**config.mk**
```make
export PLATFORM = sky130hd
export DESIGN_NAME = interrupt_sequencer_flat
export DESIGN_NICKNAME = d
export VERILOG_FILES = /design/src/rtl/interrupt_sequencer_if.sv /design/src/rtl/interrupt_sequencer.sv /design/src/flat_wrapper.sv
export SDC_FILE = /design/constraint.sdc
export NUM_CORES = 1
export LEC_CHECK = 0
export BUFFER_PORTS_ARGS = -buffer_cell sky130_fd_sc_hd__buf_2
export CAP_MARGIN = 20
export CORE_AREA = 5 5 80 119
export CTS_CLUSTER_SIZE = 20
export DETAILED_ROUTE_END_ITERATION = 12
export DIE_AREA = 0 0 85 124
export PLACE_DENSITY_LB_ADDON = 0.3
export SETUP_SLACK_MARGIN = 0.5
export SKIP_CTS_REPAIR_TIMING = 1
export SYNTH_ARGS = -nofsm -noshare
export SYNTH_HDL_FRONTEND = slang
export SYNTH_SLANG_ARGS = --single-unit
```
**constraint.sdc**
```tcl
create_clock -name clk -period 4.15 [get_ports clk]
set_input_delay 0.2075 -clock clk [delete_from_list [all_inputs] [get_ports clk]]
set_output_delay 0.2075 -clock clk [all_outputs]
set_load 0.02 [all_outputs]
```
**src/rtl/interrupt_sequencer_if.sv**
```systemverilog
// interrupt_sequencer_if
// CPU-side bus of the interrupt sequencer.
//   INTA     : acknowledge strobe from the CPU, active low, asynchronous
//   INT      : interrupt request to the CPU
//   data_out : vector byte
//   data_oe  : enable for driving data_out onto the CPU bus
// master = CPU side, slave = sequencer side.
interface interrupt_sequencer_if;
    logic       INTA;
    logic       INT;
    logic [7:0] data_out;
    logic       data_oe;

    modport master (output INTA, input INT, data_out, data_oe);
    modport slave  (input INTA, output INT, data_out, data_oe);
endinterface

```
**src/rtl/interrupt_sequencer.sv**
```systemverilog
// interrupt_sequencer
// Priority resolution, INT/INTA sequencing, in-service register and rotating
// priority for the programmable interrupt controller.
//   clk, reset        : system clock, synchronous active-high reset
//   bus (slave)       : INTA in, INT / data_out / data_oe out
//   irr, imr          : pending requests and mask (1 = masked)
//   number_of_ack     : 1 = single INTA pulse, anything else = two pulses
//   aeoi, rotate_on_aeoi : automatic EOI at end of vector pulse, optional rotate
//   vector_base       : vector bits [7:3]
//   eoi_cmd/specific/rotate/level : EOI command strobe and its options
//   reset_irr_bit, irr_highest_bit : clear request for the acknowledged irr bit
//   isr               : in-service register
module interrupt_sequencer #(
    parameter int SYNC_STAGES = 2
) (
    input  logic                  clk,
    input  logic                  reset,
    interrupt_sequencer_if.slave  bus,
    input  logic [7:0]            irr,
    input  logic [7:0]            imr,
    input  logic [1:0]            number_of_ack,
    input  logic                  aeoi,
    input  logic                  rotate_on_aeoi,
    input  logic [4:0]            vector_base,
    input  logic                  eoi_cmd,
    input  logic                  eoi_specific,
    input  logic                  eoi_rotate,
    input  logic [2:0]            eoi_level,
    output logic                  reset_irr_bit,
    output logic [7:0]            irr_highest_bit,
    output logic [7:0]            isr
);
    localparam logic [1:0] IDLE   = 2'd0;
    localparam logic [1:0] ACK1   = 2'd1;
    localparam logic [1:0] VECTOR = 2'd2;

    logic [1:0]             state;
    logic [SYNC_STAGES-1:0] sync;
    logic                   inta_d;
    logic [2:0]             lowest_prio;
    logic [2:0]             ack_level;
    logic                   spurious;
    logic                   seen_rise;

    logic       inta_s, fall, rise;
    logic [7:0] cand;
    logic       win_ok, isr_ok, pending;
    logic [2:0] win_lvl, win_rank, isr_lvl, isr_rank, sel_lvl;
    logic [7:0] set_mask, clr_mask, isr_next;
    logic       rot_en;
    logic [2:0] rot_lvl;

    assign inta_s = sync[SYNC_STAGES-1];
    assign fall   = inta_d & ~inta_s;
    assign rise   = ~inta_d & inta_s;
    assign cand   = irr & ~imr;

    // Scan from lowest to highest priority so the last hit is the winner.
    // rank 0 is the highest priority level (lowest_prio + 1).
    always_comb begin
        logic [2:0] idx;
        idx      = 3'd0;
        win_ok   = 1'b0;
        win_lvl  = 3'd0;
        win_rank = 3'd0;
        isr_ok   = 1'b0;
        isr_lvl  = 3'd0;
        isr_rank = 3'd0;
        for (int k = 7; k >= 0; k--) begin
            idx = 3'(lowest_prio + 3'(k) + 3'd1);
            if (cand[idx]) begin
                win_ok   = 1'b1;
                win_lvl  = idx;
                win_rank = 3'(k);
            end
            if (isr[idx]) begin
                isr_ok   = 1'b1;
                isr_lvl  = idx;
                isr_rank = 3'(k);
            end
        end
    end

    // Fully nested: only strictly higher priority than anything in service.
    assign pending = win_ok && (!isr_ok || (win_rank < isr_rank));
    assign sel_lvl = pending ? win_lvl : 3'd7;

    // isr set/clear sources; set is applied last so it wins on the same bit.
    always_comb begin
        set_mask = 8'd0;
        clr_mask = 8'd0;
        rot_en   = 1'b0;
        rot_lvl  = lowest_prio;
        if (state == IDLE && fall && pending)
            set_mask[win_lvl] = 1'b1;
        if (state == VECTOR && rise && aeoi && !spurious) begin
            clr_mask[ack_level] = 1'b1;
            if (rotate_on_aeoi) begin
                rot_en  = 1'b1;
                rot_lvl = ack_level;
            end
        end
        if (eoi_cmd) begin
            if (eoi_specific) begin
                clr_mask[eoi_level] = 1'b1;
                if (eoi_rotate) begin
                    rot_en  = 1'b1;
                    rot_lvl = eoi_level;
                end
            end else if (isr_ok) begin
                // non-specific EOI with nothing in service does nothing
                clr_mask[isr_lvl] = 1'b1;
                if (eoi_rotate) begin
                    rot_en  = 1'b1;
                    rot_lvl = isr_lvl;
                end
            end
        end
        isr_next = (isr & ~clr_mask) | set_mask;
    end

    always_ff @(posedge clk) begin
        if (reset) begin
            state           <= IDLE;
            sync            <= '1;
            inta_d          <= 1'b1;
            lowest_prio     <= 3'd7;
            ack_level       <= 3'd0;
            spurious        <= 1'b0;
            seen_rise       <= 1'b0;
            isr             <= 8'd0;
            reset_irr_bit   <= 1'b0;
            irr_highest_bit <= 8'd0;
            bus.INT         <= 1'b0;
            bus.data_out    <= 8'd0;
            bus.data_oe     <= 1'b0;
        end else begin
            sync          <= {sync[SYNC_STAGES-2:0], bus.INTA};
            inta_d        <= inta_s;
            isr           <= isr_next;
            reset_irr_bit <= 1'b0;
            if (rot_en)
                lowest_prio <= rot_lvl;
            case (state)
                IDLE: begin
                    bus.INT     <= pending;
                    bus.data_oe <= 1'b0;
                    if (fall) begin
                        bus.INT         <= 1'b0;
                        spurious        <= !pending;
                        ack_level       <= sel_lvl;
                        irr_highest_bit <= pending ? (8'd1 << win_lvl) : 8'd0;
                        reset_irr_bit   <= pending;
                        bus.data_out    <= {vector_base, sel_lvl};
                        if (number_of_ack == 2'd1) begin
                            // single-pulse mode: this pulse carries the vector
                            state       <= VECTOR;
                            bus.data_oe <= 1'b1;
                        end else begin
                            state     <= ACK1;
                            seen_rise <= 1'b0;
                        end
                    end
                end
                ACK1: begin
                    bus.INT      <= 1'b0;
                    bus.data_oe  <= 1'b0;
                    bus.data_out <= {vector_base, ack_level};
                    if (rise)
                        seen_rise <= 1'b1;
                    if (seen_rise && fall) begin
                        state       <= VECTOR;
                        bus.data_oe <= 1'b1;
                    end
                end
                VECTOR: begin
                    bus.INT      <= 1'b0;
                    bus.data_out <= {vector_base, ack_level};
                    if (rise) begin
                        bus.data_oe <= 1'b0;
                        state       <= IDLE;
                    end
                end
                default: begin
                    bus.INT     <= 1'b0;
                    bus.data_oe <= 1'b0;
                    state       <= IDLE;
                end
            endcase
        end
    end
endmodule

```
**src/flat_wrapper.sv**
```systemverilog
// flat-port wrapper written by rule: the top's interface ports become plain ports
module interrupt_sequencer_flat 
#(
    parameter int SYNC_STAGES = 2
)
  (clk, reset, irr, imr, number_of_ack, aeoi, rotate_on_aeoi, vector_base, eoi_cmd, eoi_specific, eoi_rotate, eoi_level, reset_irr_bit, irr_highest_bit, isr, bus_INTA, bus_INT, bus_data_out, bus_data_oe);
  interrupt_sequencer_if bus_i ();
  input  logic clk;
  input  logic reset;
  input  logic [7:0] irr;
  input  logic [7:0] imr;
  input  logic [1:0] number_of_ack;
  input  logic aeoi;
  input  logic rotate_on_aeoi;
  input  logic [4:0] vector_base;
  input  logic eoi_cmd;
  input  logic eoi_specific;
  input  logic eoi_rotate;
  input  logic [2:0] eoi_level;
  output logic reset_irr_bit;
  output logic [7:0] irr_highest_bit;
  output logic [7:0] isr;
  input wire logic [$bits(bus_i.INTA)-1:0] bus_INTA;
  output wire logic [$bits(bus_i.INT)-1:0] bus_INT;
  output wire logic [$bits(bus_i.data_out)-1:0] bus_data_out;
  output wire logic [$bits(bus_i.data_oe)-1:0] bus_data_oe;
  assign bus_i.INTA = bus_INTA;
  assign bus_INT = bus_i.INT;
  assign bus_data_out = bus_i.data_out;
  assign bus_data_oe = bus_i.data_oe;
  interrupt_sequencer #(.SYNC_STAGES(SYNC_STAGES)) u_core (.clk(clk), .reset(reset), .bus(bus_i), .irr(irr), .imr(imr), .number_of_ack(number_of_ack), .aeoi(aeoi), .rotate_on_aeoi(rotate_on_aeoi), .vector_base(vector_base), .eoi_cmd(eoi_cmd), .eoi_specific(eoi_specific), .eoi_rotate(eoi_rotate), .eoi_level(eoi_level), .reset_irr_bit(reset_irr_bit), .irr_highest_bit(irr_highest_bit), .isr(isr));
endmodule
```
==> flow_metrics.tcl <==
set metrics [dict create \
    synth_top_area_share_pct 18.48 \
    grt_pass1_wl_um 21670 \
    gr-total-overflow 0 \
    critical_path.max_fanout 9 \
    seq_power_share_pct 21.4 \
    cp_cell_sequence "inv_6, ha_4, buf_4, mux4_2, o221a_2, nor2_4, o21ai_1, ha_1, a21oi_2, a21oi_2, nor3_4, buf_4, nand3_4, o31ai_1" \
    largest_net_degree_at_the_start_of_global_routing 30 \
    detailroute.via_count 4448 \
    power.net_switching_w 0.0009477 \
    power_density_mw_per_mm2 426.6 \
    cts.sinks 40 \
    clk_pwr_share_pct 20.6 \
    h-tree-depth 2 \
    power_frac_comb_pct 57.9 \
    drtIter0Drc 347 \
    criticalPathCategory "flip-flop to flip-flop" \
    start_kind "flip-flop" \
    detailed_place.area_mm2 0.004716 \
    synth_enable_flop_cells 0 \
    worst_r2r_path_depth 14 \
    syn_nets 528 \
    areaGrowthSynthToFinish_pct 17.09 \
    drc 0 \
    slew_viol_final 0 \
    critPathTopFamily "compound AO/OA/AOI/OAI gates" \
    ys_seq_area_share_pct 18.48 \
    chipHeight_um 124 \
    commonest_cells_post_synth "dfxtp_1 (40), nor2_1 (37), nand2_1 (35), mux2i_1 (31), o21ai_0 (26)" \
    critical_path.reg2reg.startpoint "u_core.lowest_prio[0]$_SDFFE_PP1P_" \
    floorplan.die.width_um 85 \
    intPower_w 0.001217 \
    row_count 41 \
    final_worst_clock_skew_ns 0.009794 \
    ys_ff_latch 40 \
    irDropWorstVdd_v 0.0005453 \
    final-hold-violation-count 0 \
    cap_violations 0 \
    post_route_cells_drive_above_1_share_pct 31.83 \
    leakagePower_nw 1.945 \
    yosys_warnings 0 \
    crit_path_top_delay_cell "mux4_2" \
    netSwitchingFraction_pct 43.78 \
    syn_inst 486 \
    clock_path_buffers 2 \
    synth_ff_type "dfxtp_1" \
    fin_worst_hold_slack_ns 0.1077 \
    initial_core_util_pct 52.15 \
    tritoncts "done" \
    post_layout_nets 594 \
    critical_path_stages 14 \
    post_synth.cell_area_avg_um2 8.918 \
    gr-usage-all-layers_pct 25.42 \
    seqCellArea_um2 807.0 \
    ff2ff_setup_slack_ns 0.59 \
    worstPathRequired_ns 4.35 \
    initial_antenna_violation_count 0 \
    critical_path.reg2reg.endpoint "u_core.isr[2]$_SDFF_PP0_" \
    final-instance-count-excl-fill 660 \
    final-setup-viol-count 0 \
    dpl.cell_count 638 \
    post-dp-hpwl_um 10380 \
    holdPathStages 2 \
    achievable-frequency_ghz 0.2806 \
    route.detailed.vias_per_inst 6.739 \
    hp-class "input port to flip-flop" \
    netlist_top_cells_area "dfxtp_1 (18%), mux4_2 (11%), mux2i_1 (7.2%)" \
    antenna-diode-count 0 \
    synthMostInstantiatedCell "dfxtp_1" \
    synth_largest_area_cell "dfxtp_1" \
    crit_path_end_kind "flip-flop" \
    critPathMaxStageDelay_ns 0.57 \
    timing.slew.headroom_pct 48.59 \
    clock_latency_ns 0.29 \
    drtPass1Iterations 6 \
    setup_total_neg_slack_ns 0 \
    ioPinCount 61 \
    clock_slew_at_the_register_clock_pins_of_the_worst_setup_and_hold_paths_ns 0.07 \
    first_global_vias 4342 \
    wl_um 13960 \
    cts_bufs_inserted 5 \
    syn_area_mm2 0.004334 \
    status "complete, no violations" \
    period_minus_slack_ns 3.563 \
    cts-root-buf "clkbuf_16" \
    unrepaired_setup_endpoints_after_global_routing "true" \
    async_reset_ff_share_pct 0 \
    path_buf_inv 3 \
    dp_slack_ns 0.2664 \
    worst-endpoint-arrival_ns 3.76 \
    post-route-cell-area_mm2 0.005075 \
    crit_start "u_core.lowest_prio[0]$_SDFFE_PP1P_" \
    number_of_nets_with_antenna_violations_after_routing 0 \
    setup.worst_path.end "u_core.isr[2]$_SDFF_PP0_" \
    die_area_mm2 0.01054 \
    multi_input_area_mm2 0.003396 \
    nFillCells 731 \
    drt-wirelength-per-cell_um 21.14 \
    core_area_mm2 0.008310 \
    finalCritPeriodShare_pct 85.86 \
    layout_setup_ws_ns 0.5866 \
    synth_cell_types 90 \
    worst_pin_slew_ns 0.7712 \
    port_buffers 60 \
    final_weighted_congestion_in_routability_driven_placement 0.9742 \
]
[worst register-to-register path: cells and delay by family (launching register included)]
kind            cells  cell delay, ns
compound gates      5            0.92
fa+ha+maj           2            0.65
mux                 1            0.57
simple gates        3            0.49
buf+inv             3            0.42
flops               1            0.42
[logic make-up after synthesis]
group | Yosys count | synth area share (%)
and+or+nand+nor | 163 | 20.61
adders and majority gates | 8 | 2.310
muxes | 70 | 25.17
xor gates and xnor gates | 6 | 1.703
DFF | 40 | 18.48
AOI/OAI and AO/OA | 155 | 26.16
buffers and inverters | 44 | 5.571
[power by group through the flow]
stage,clock network [W],logic [W],registers (W)
floorplan,0,0.000877,0.000480
detailed placement,0,0.00113,0.000474
global route,0.000466,0.00135,0.000468
CTS,0.000449,0.00114,0.000466
global placement,0,0.00111,0.000472
finish,0.000447,0.00125,0.000464
[registers in the layout, indices dropped and copies added (netlist names), 2 cells and up]
name and flops:
u_core.bus.data_out 8, u_core.irr_highest_bit 8, u_core.isr 8, u_core.ack_level 3
u_core.lowest_prio 3, u_core.state 2, u_core.sync 2
[cell type report]
| type | count | area share (%) |
|---|---|---|
| multi-input combinational | 403 | 66.91 |
| sequential | 40 | 15.90 |
| tap | 107 | 2.638 |
| inverter | 18 | 1.529 |
| clock buffer | 5 | 2.465 |
| clock inverter | 3 | 0.9122 |
| timing repair buffer | 84 | 9.640 |
[worst min path at each step]
stage / from / to / slack, ns
after floorplan: bus_INTA / u_core.sync[0]$_SDFF_PP1_ / 0.31
final: bus_INTA / u_core.sync[0]$_SDFF_PP1_ / 0.11
after detailed placement: bus_INTA / u_core.sync[0]$_SDFF_PP1_ / 0.40
after CTS: bus_INTA / u_core.sync[0]$_SDFF_PP1_ / 0.11
after global placement: bus_INTA / u_core.sync[0]$_SDFF_PP1_ / 0.39
after global routing: bus_INTA / u_core.sync[0]$_SDFF_PP1_ / 0.12
[layout by cell type (no fill, tap or decap), types with 15 or more instances in the layout]
cell,instances
buf_2,61
nand2b_1,16
buf_4,21
o21ai_0,25
mux2i_1,29
a21oi_1,19
dfxtp_1,37
inv_1,15
mux4_2,22
nand2_1,35
nor2_1,36
[layer usage]
metal	GRT usage [%]	up-vias	wire, um
li1	-	2050	-
met1	25.94	2101	4831
met2	48.39	221	7409
met3	4.103	76	852
met4	14.26	0	861
met5	0	-	0
[per-stage QoR]
stage	utilization, %	total power (W)
6_report	61.07	0.002165
5_1_grt	61.07	0.002281
4_1_cts	58.81	0.002059
3_5_place_dp	56.75	0.001609
3_3_place_gp	56.75	0.001586
2_1_floorplan	-	0.001357
Power figures use the tool's default switching activity.
